===== src/rtl/ccu_pkg.sv =====
// Shared definitions for the CCU multiplication sequencer: FSM states,
// step counts for short/long multiplies and the minor-cycle length.
package ccu_pkg;

    localparam int SHORT_STEPS = 17;
    localparam int LONG_STEPS  = 35;
    localparam int MINOR_CYCLE = 36;

    typedef enum logic [2:0] {
        ST_IDLE,
        ST_SYNC,
        ST_STEP,
        ST_GAP,
        ST_FIN
    } mult_state_t;

endpackage


===== src/rtl/ccu_step_counter.sv =====
// Step counter for the multiplication sequencer: loads a terminal value,
// counts steps from zero and flags the final (sign) step.
module ccu_step_counter #(
    parameter int CNT_W = 6
) (
    input  logic             clk,
    input  logic             rst,
    input  logic             load_i,
    input  logic [CNT_W-1:0] last_val_i,
    input  logic             inc_i,
    input  logic             clr_i,
    output logic [CNT_W-1:0] cnt_o,
    output logic             last_o
);

    logic [CNT_W-1:0] cnt_q, cnt_d;
    logic [CNT_W-1:0] last_q, last_d;

    always_comb begin
        cnt_d  = cnt_q;
        last_d = last_q;
        if (clr_i) begin
            cnt_d = '0;
        end else if (load_i) begin
            cnt_d  = '0;
            last_d = last_val_i;
        end else if (inc_i && (cnt_q != last_q)) begin
            // Saturates at the terminal value so the last step index holds.
            cnt_d = cnt_q + 1'b1;
        end
    end

    always_ff @(posedge clk or posedge rst) begin
        if (rst) begin
            cnt_q  <= '0;
            last_q <= '0;
        end else begin
            cnt_q  <= cnt_d;
            last_q <= last_d;
        end
    end

    assign cnt_o  = cnt_q;
    assign last_o = (cnt_q == last_q);

endmodule


===== src/rtl/ccu_mult_seq.sv =====
// EDSAC multiplication sequencer: aligns to even minor cycles and runs one
// partial-product step per even/odd pair, driving add/sub, dy and shift.
module ccu_mult_seq #(
    parameter int SHORT_STEPS = ccu_pkg::SHORT_STEPS,
    parameter int LONG_STEPS  = ccu_pkg::LONG_STEPS,
    parameter int CNT_W       = 6
) (
    input  logic             clk,
    input  logic             rst,
    input  logic             start,
    input  logic             long_mode,
    input  logic             ev_d0,
    input  logic             odd_d35,
    input  logic             mult_digit,
    output logic             busy,
    output logic             pp_add,
    output logic             pp_sub,
    output logic             dy,
    output logic             mshift,
    output logic             done,
    output logic [CNT_W-1:0] step_cnt
);

    import ccu_pkg::*;

    mult_state_t state_q, state_d;
    logic busy_q, busy_d;
    logic pp_add_q, pp_add_d;
    logic pp_sub_q, pp_sub_d;
    logic dy_q, dy_d;
    logic mshift_q, mshift_d;
    logic done_q, done_d;

    logic             cnt_load, cnt_inc, cnt_clr, cnt_last;
    logic [CNT_W-1:0] cnt_last_val;
    logic [CNT_W-1:0] cnt_val;

    assign cnt_last_val = long_mode ? CNT_W'(LONG_STEPS - 1) : CNT_W'(SHORT_STEPS - 1);

    ccu_step_counter #(
        .CNT_W (CNT_W)
    ) u_step_counter (
        .clk        (clk),
        .rst        (rst),
        .load_i     (cnt_load),
        .last_val_i (cnt_last_val),
        .inc_i      (cnt_inc),
        .clr_i      (cnt_clr),
        .cnt_o      (cnt_val),
        .last_o     (cnt_last)
    );

    always_comb begin
        state_d  = state_q;
        busy_d   = busy_q;
        pp_add_d = pp_add_q;
        pp_sub_d = pp_sub_q;
        dy_d     = 1'b0;
        mshift_d = 1'b0;
        done_d   = 1'b0;
        cnt_load = 1'b0;
        cnt_inc  = 1'b0;
        cnt_clr  = 1'b0;

        case (state_q)
            ST_IDLE: begin
                if (start) begin
                    state_d  = ST_SYNC;
                    busy_d   = 1'b1;
                    cnt_load = 1'b1;
                end
            end
            ST_SYNC, ST_GAP: begin
                // The sign digit carries negative weight, so it subtracts.
                if (ev_d0) begin
                    state_d  = ST_STEP;
                    pp_add_d = mult_digit & ~cnt_last;
                    pp_sub_d = mult_digit & cnt_last;
                end
            end
            ST_STEP: begin
                if (odd_d35) begin
                    pp_add_d = 1'b0;
                    pp_sub_d = 1'b0;
                    dy_d     = 1'b1;
                    mshift_d = 1'b1;
                    if (cnt_last) begin
                        state_d = ST_FIN;
                        done_d  = 1'b1;
                        busy_d  = 1'b0;
                    end else begin
                        state_d = ST_GAP;
                        cnt_inc = 1'b1;
                    end
                end
            end
            ST_FIN: begin
                state_d = ST_IDLE;
                cnt_clr = 1'b1;
            end
            default: begin
                state_d = ST_IDLE;
            end
        endcase
    end

    always_ff @(posedge clk or posedge rst) begin
        if (rst) begin
            state_q  <= ST_IDLE;
            busy_q   <= 1'b0;
            pp_add_q <= 1'b0;
            pp_sub_q <= 1'b0;
            dy_q     <= 1'b0;
            mshift_q <= 1'b0;
            done_q   <= 1'b0;
        end else begin
            state_q  <= state_d;
            busy_q   <= busy_d;
            pp_add_q <= pp_add_d;
            pp_sub_q <= pp_sub_d;
            dy_q     <= dy_d;
            mshift_q <= mshift_d;
            done_q   <= done_d;
        end
    end

    assign busy     = busy_q;
    assign pp_add   = pp_add_q;
    assign pp_sub   = pp_sub_q;
    assign dy       = dy_q;
    assign mshift   = mshift_q;
    assign done     = done_q;
    assign step_cnt = cnt_val;

endmodule

===== config.mk =====
export PLATFORM = sky130hd
export DESIGN_NAME = ccu_mult_seq
export DESIGN_NICKNAME = d
export VERILOG_FILES = /design/src/rtl/ccu_pkg.sv /design/src/rtl/ccu_step_counter.sv /design/src/rtl/ccu_mult_seq.sv
export SDC_FILE = /design/constraint.sdc
export NUM_CORES = 1
export LEC_CHECK = 0
export CAP_MARGIN = 15
export CORE_UTILIZATION = 50
export CTS_BUF_LIST = sky130_fd_sc_hd__clkbuf_8
export DETAILED_ROUTE_END_ITERATION = 8
export GPL_ROUTABILITY_DRIVEN = 0
export PLACE_DENSITY_LB_ADDON = 0.15
export SYNTH_ARGS = -nofsm -noshare
export SYNTH_HDL_FRONTEND = slang
export SYNTH_SLANG_ARGS = --single-unit

===== constraint.sdc =====
create_clock -name clk -period 1.8 [get_ports clk]
set_input_delay 0.45 -clock clk [delete_from_list [all_inputs] [get_ports clk]]
set_output_delay 0.45 -clock clk [all_outputs]
set_load 0.02 [all_outputs]

# Word level (Yosys, flattened, before mapping)
# Index checks and enable logic that the tools add are counted.
# classes
n_bitwise,4
n_eq_ne,10
n_addsub,1
reduce_logical,10
mux,29
# ops
cell,n
2-to-1 mux 6 bit,4
2-to-1 mux 1 bit,17
2-to-1 mux 3 bit,4
one-hot mux 3 bit (3 select lines),1
!= test 2 bit (second input constant),4
adder 6 x 1 -> 6 bit (second input constant),1
== test 3 x 2 -> 1 bit (second input constant),2
== test 6 bit,1
!= test 6 bit,1
one-hot mux 1 bit (2 select lines),3
AND reduction 3 bit,2
AND reduction 4 bit,1
nonzero test 2 bit,2
== test 3 x 1 -> 1 bit (second input constant),1
== test 3 bit (second input constant),1
zero test 3 bit,1
nonzero test 3 bit,1
AND 1 bit,2
NOT 1 bit,2
AND reduction 2 bit,1
OR reduction 2 bit,1
logical AND 1 bit,1
# word_totals
inputBits,7
word_cells,62
reg_bits,20
output_inout_bits,12

# Logic depth before layout (Yosys ltp)
# Gate-level depths: netlist of run 1.
# logic_depth
word_depth,8
depth_mapped,6
depth_no_buf,6

# By module
# A second synthesis of run 1 with hierarchy kept.
# unflattened
cells_unflattened,100
hier_area_um2,1056.0
# by_module_without_submodules
module,n_inst,area_each_um2,cells_per_inst,seq_area_each_um2
ccu_step_counter,1,646.9,58,300.3
ccu_mult_seq,1,409.1,42,200.2

# Worst setup path after synthesis of run 1
# Ideal clock, no wire load.
# synth_path
kind,reg2reg
startpoint,register u_step_counter.cnt_q[5] (netlist: u_step_counter.cnt_o[5])
endpoint,register u_step_counter.cnt_q[2] (netlist: u_step_counter.cnt_o[2])
arrival_ns,1.368
setup_slack_ns,0.354
path_stages_with_launch,5
setup_time_ns,0.078
path_buffers,0
path_cell_list,dfrtp_1 -> and3_4 -> o211a_1 -> or3_1 -> a21oi_1
# synth_via
elab_chain_cells,6
elab_cells_between_ends,7
# synth_lines
element,line_no,source
start: declaration,ccu_step_counter.sv:16,"logic [CNT_W-1:0] cnt_q, cnt_d;"
start signal: assignment,ccu_step_counter.sv:38,cnt_q <= cnt_d;
== test 6 bit,ccu_step_counter.sv:44,assign last_o = (cnt_q == last_q);
2-to-1 mux 1 bit,ccu_mult_seq.sv:87,if (cnt_last) begin
2-to-1 mux 1 bit,ccu_mult_seq.sv:82,if (odd_d35) begin
2-to-1 mux 1 bit,ccu_mult_seq.sv:65,case (state_q)
logical AND 1 bit (*),ccu_step_counter.sv:27,end else if (inc_i && (cnt_q != last_q)) begin
nonzero test 3 bit (no source line) (*),--,
# Every way passes the cells marked *; elsewhere a longest branch is shown, timed or not.
# A chain may end at the register's enable or synchronous reset.

==> flow_summary.toml, run 1 <==
[outcome]
status = "finished, final reports clean"

[place]
port_buffers = 18
dp_hpwl_um = 1190
placedCellCount = 121

[grt]
gr-usage-met2 = 0.323
gr-usage-met3 = 0.0388
grt_use_met1 = 0.259
grt_pass1_wl_um = 2670
antenna_found_initial = 0
gr-total-overflow = 0
grt_pass1_vias = 644
grt_max_degree = 17
grt_usage = 0.200
busiest_layer = "met2"

[cells_and_area]
instances_no_fill = 124
drive_gt1_frac = 0.111
multi_input_area_um2 = 374
syn2layout_area_growth_pct = 32.9
n_antenna_cell = 0
final_nets = 118
regArea_um2 = 400
fillers = 114

[synthesis]
yosys_warnings = 0
synth-async-reset-ratio = 1.00
syn_inst = 85
synth_top_flop_cell = "dfrtp_1"
ys_ff_latch = 16
synth_cell_types = 32
synth-edff-count = 0
yosysSeqAreaShare = 0.492
syn_avg_cell_area_um2 = 9.57
syn_nets = 93
netlist_area_um2 = 813

[timing]
tns_ps = 0
setup-violations-final = 0
grt_setup_unrepaired = "no"
worst_pin_slew_ps = 435
report.final.slew_viol_count = 0
fmax_mhz = 606
slew_headroom = 0.709
whs_ps = 505
period_share = 0.917
skew_ps = 2.18
period_minus_slack_ps = 1650
hold_viol = 0

[drt]
viasPerCell = 5.55
drt_iter0_drc = 4
drt_pass1_iterations = 3
vias = 688
drc = 0
wl_per_cell_um = 13.1
drt-total-wl_um = 1620
antenna_left = 0

[clock_network]
cts.sinks = 16
clkLatencyLatePin_ps = 250
cts_tree = "yes"
root_buffer = "clkbuf_8"
ctsHoldBuffers = 0
cts_max_level = 1
clockBufferDepth = 2
cts_made_buffers = 3
cts.clk_slew.worst_paths_ps = 60

[critical_path]
cp_data_arrival_time_ps = 1200
critical_path.cell_chain = "clkdlybuf4s50_1"
r2r-start = "u_step_counter.cnt_o[4]"
required_ps = 1350
crit_family = "buffers and inverters"
critPathSlowestCell = "clkdlybuf4s50_1"
crit_path_start_kind = "flip-flop"
max_stage_delay_ps = 610
critPathBufInv = 1
r2r_setup_slack_ps = 290
setup.worst_path.end = "dy"
worstSetupPathType = "flip-flop to output port"
crit_start = "mshift"
path_depth = 1
end_kind = "output port"
cp_max_fo = 2
r2r-end = "state_q[1]"
reg2regPathDepth = 4

[die]
ioPinCount = 19
die-area_um2 = 1790
start_util = 0.540
rows = 14
fp.dieH_um = 42.3
core_um2 = 1510
fp.dieW_um = 42.3

[power_and_ir_drop]
power.density_nw_per_um2 = 1430
p_leak_nw = 0.567
ir_drop_uv = 1030

[job]
drv_cap = 0

[worst_hold_path]
min_path_type = "input pin to asynchronous set/reset pin"
power breakdown:
part | internal (mW) | switching (mW) | total, mW
clock | 0.148 | 0.113 | 0.261
combinational | 0.308 | 0.375 | 0.683
sequential | 0.470 | 0.135 | 0.605
cell families after synthesis:
group | Yosys count | share of synthesized area
AOI/OAI and AO/OA | 16 | 0.129
xor gates and xnor gates | 4 | 0.0431
adders and majority gates | 1 | 0.0154
buffers and inverters | 8 | 0.0477
DFF | 16 | 0.492
and+or+nand+nor | 40 | 0.272
what timing repair did:
item                       in CTS  in global routing
setup endpoints to repair       1                  5
buffers inserted                0                  0
gates resized for setup         1                  5
routing by layer:
metal  up-vias  share of wire
met5         -              0
li1        346              -
met1       324           0.46
met3         3          0.036
met4         0          0.017
met2        15           0.48
worst min path at each step:
stage	startpoint	to	slack [ps]	depth (start not counted)
detailed placement	busy	busy	500	2
global route	rst	mshift	530	3
finish	rst	mshift	510	3
global placement	busy	busy	490	2
floorplan	rst	busy	360	1
CTS	busy	busy	510	2
per-stage QoR:
step | util | setup WS [ps] | total power [mW] | instance area [µm²]
final | 0.718 | 150 | 1.55 | 1080
after floorplan | - | 354 | 1.04 | 813
after CTS | 0.709 | 7.48 | 1.56 | 1070
after detailed placement | 0.683 | 24.5 | 1.29 | 1030
after global placement | 0.683 | 47.0 | 1.27 | 1030
after global routing | 0.718 | 108 | 1.65 | 1080
final cells by class:
type,count,area share
sequential,16,0.370
multi-input combinational,61,0.346
timing repair buffer,21,0.198
clock buffer,3,0.0382
inverter,7,0.0289
tap,16,0.0185
Yosys cell counts, drive strengths merged (2+ instances only):
cell   count  area (µm²)
a21oi      5        25.0
and3       2        17.5
dfrtp     16         400
inv        6        22.5
nand2     13        48.8
nand3      2        22.5
nand4      2        12.5
nor2      10        45.0
nor3       5        35.0
o21ai      2        10.0
o22ai      2        12.5
o31ai      2        15.0
or3        2        12.5
xor2       3        26.3
cell usage in the layout (no fill, tap or decap), types with 2 or more instances in the layout:
cell / count
nand2_1: 13
dfrtp_1: 16
inv_1: 6
o31ai_1: 2
clkbuf_8: 3
buf_4: 3
a21oi_1: 5
dlymetal6s2s_1: 5
nor3_2: 2
nand4_1: 2
clkdlybuf4s50_1: 12
o22ai_1: 2
or3_1: 2
xor2_1: 3
nor2_1: 9
nor3_1: 3
sequential cells by signal, summed over array words and instances, names as in the netlist:
signal and count:
pp_add 1, pp_sub 1, state_q 3, u_step_counter.last_q 2, busy 1, u_step_counter.cnt_o 6
done 1, mshift 1
Note: power is estimated with default switching activity, not from simulation.
==> inputs of run 2 (changes only) <==
--- a/config.mk
+++ b/config.mk
@@ -10,7 +10,7 @@
 export CTS_BUF_LIST = sky130_fd_sc_hd__clkbuf_8
 export DETAILED_ROUTE_END_ITERATION = 8
 export GPL_ROUTABILITY_DRIVEN = 0
-export PLACE_DENSITY_LB_ADDON = 0.15
+export PLACE_DENSITY = 0.8
 export SYNTH_ARGS = -nofsm -noshare
 export SYNTH_HDL_FRONTEND = slang
 export SYNTH_SLANG_ARGS = --single-unit
==> flow_summary.toml, run 2 (synthesized netlist as in run 1, its figures left out) <==
[clock_network]
clockBufferDepth = 2
cts.clk_slew.worst_paths_ps = 70
cts_tree = "yes"
post_cts_buffers = 0
cts_max_level = 1
clkLatencyLatePin_ps = 250
root_buffer = "clkbuf_8"
cts.sinks = 16
cts_made_buffers = 3

[outcome]
status = "finished, final reports clean"

[place]
dp_hpwl_um = 1160
placedCellCount = 121
pre_cts_ws_ps = 14.4
port_buffers = 18

[timing]
setup-violations-final = 0
slew_headroom = 0.698
fin_ws_ps = 145
report.final.slew_viol_count = 0
worst_pin_slew_ps = 451
grt_setup_unrepaired = "no"
period_minus_slack_ps = 1660
skew_ps = 3.82
period_share = 0.920
fmax_mhz = 604
hold_viol = 0
tns_ps = 0

[cells_and_area]
final_cell_mix = "16 x dfrtp_1, 13 x nand2_1, 12 x clkdlybuf4s50_1"
syn2layout_area_growth_pct = 34.6
final_nets = 118
drive_gt1_frac = 0.119
instances_no_fill = 125
n_antenna_cell = 0
final_common_cell = "dfrtp_1"
largest_reg_flops = 6

[drt]
dr_wl_met2_um = 791
vias = 693
antenna_left = 0
viasPerCell = 5.54
drt-total-wl_um = 1660
drt_iter0_drc = 22
met3_length_um = 113
topRoutingLayerUsed = "met4"
drt_pass1_iterations = 4
wl_met1_um = 751
drc = 0
wl_per_cell_um = 13.3

[critical_path]
critPathSlowestCell = "clkdlybuf4s50_1"
required_ps = 1350
cp_data_arrival_time_ps = 1210
crit_path_start_kind = "flip-flop"
max_stage_delay_ps = 600
worstSetupPathType = "flip-flop to output port"
end_kind = "output port"
cp_max_fo = 2
critPathBufInv = 1
critical_path.cell_chain = "clkdlybuf4s50_1"
crit_family = "buffers and inverters"

[die]
die-area_um2 = 1790
ioPinCount = 19
core_um2 = 1510
fp.dieH_um = 42.3
fp.dieW_um = 42.3
start_util = 0.540
rows = 14

[job]
drv_cap = 0

[grt]
antenna_found_initial = 0
grt_pass1_wl_um = 2860
grt_pass1_vias = 658
gr-total-overflow = 0
grt_usage = 0.216
grt_max_degree = 17

[worst_hold_path]
min_path_type = "input pin to asynchronous set/reset pin"

[power_and_ir_drop]
power.density_nw_per_um2 = 1470
ir_drop_uv = 859
p_leak_nw = 0.574
-- run 2: area by class of cell --
class                   instances  area, µm²
inverters                       7       31.3
well taps                      16       20.0
fillers                       115        412
clock buffers                   4       55.1
flip-flops and latches         16        400
repair buffers                 21        214
multi-input cells              61        374
-- run 2: per-layer routing --
| metal | track usage | vias up |
|---|---|---|
| met5 | 0 | - |
| li1 | - | 346 |
| met3 | 0.0560 | 2 |
| met4 | 0.0813 | 0 |
| met2 | 0.338 | 25 |
| met1 | 0.287 | 320 |
-- run 2: path summary, 6_finish.rpt --
kind | start | to | slack, ps | depth (start not counted)
max reg2reg | u_step_counter.cnt_o[4] | state_q[1] | 290 | 4
min reg2reg | busy | busy | 510 | 2
min | rst | pp_add | 510 | 3
min in group clk | busy | busy | 510 | 2
max | busy | busy | 140 | 1
max in group asynchronous | rst | u_step_counter.cnt_o[3] | 1110 | 3
-- run 2: repair_timing --
item                       CTS  global route
setup endpoints to repair    1             5
hold buffers                 0             0
gates cloned                 0             0
pin swaps                    0             0
resized for setup            1             5
-- run 2: tightest hold or removal path: cells and delay by family --
family | cells | cell delay, ps
buf+inv | 3 | 680
-- run 2: per-stage QoR --
step | hold WS (ps) | power (mW) | utilization | cell area [µm²]
global route | 529 | 1.72 | 0.727 | 1090
CTS | 512 | 1.62 | 0.718 | 1080
detailed placement | 494 | 1.30 | 0.683 | 1030
finish | 505 | 1.61 | 0.727 | 1090
floorplan | 364 | 1.04 | - | 813
global placement | 487 | 1.27 | 0.683 | 1030
-- run 2: power by group --
group	internal (mW)	switching, mW	leakage (nW)	total (mW)
Sequential	0.470	0.133	0.210	0.602
Combinational	0.308	0.382	0.336	0.690
Clock	0.194	0.125	0.0288	0.318
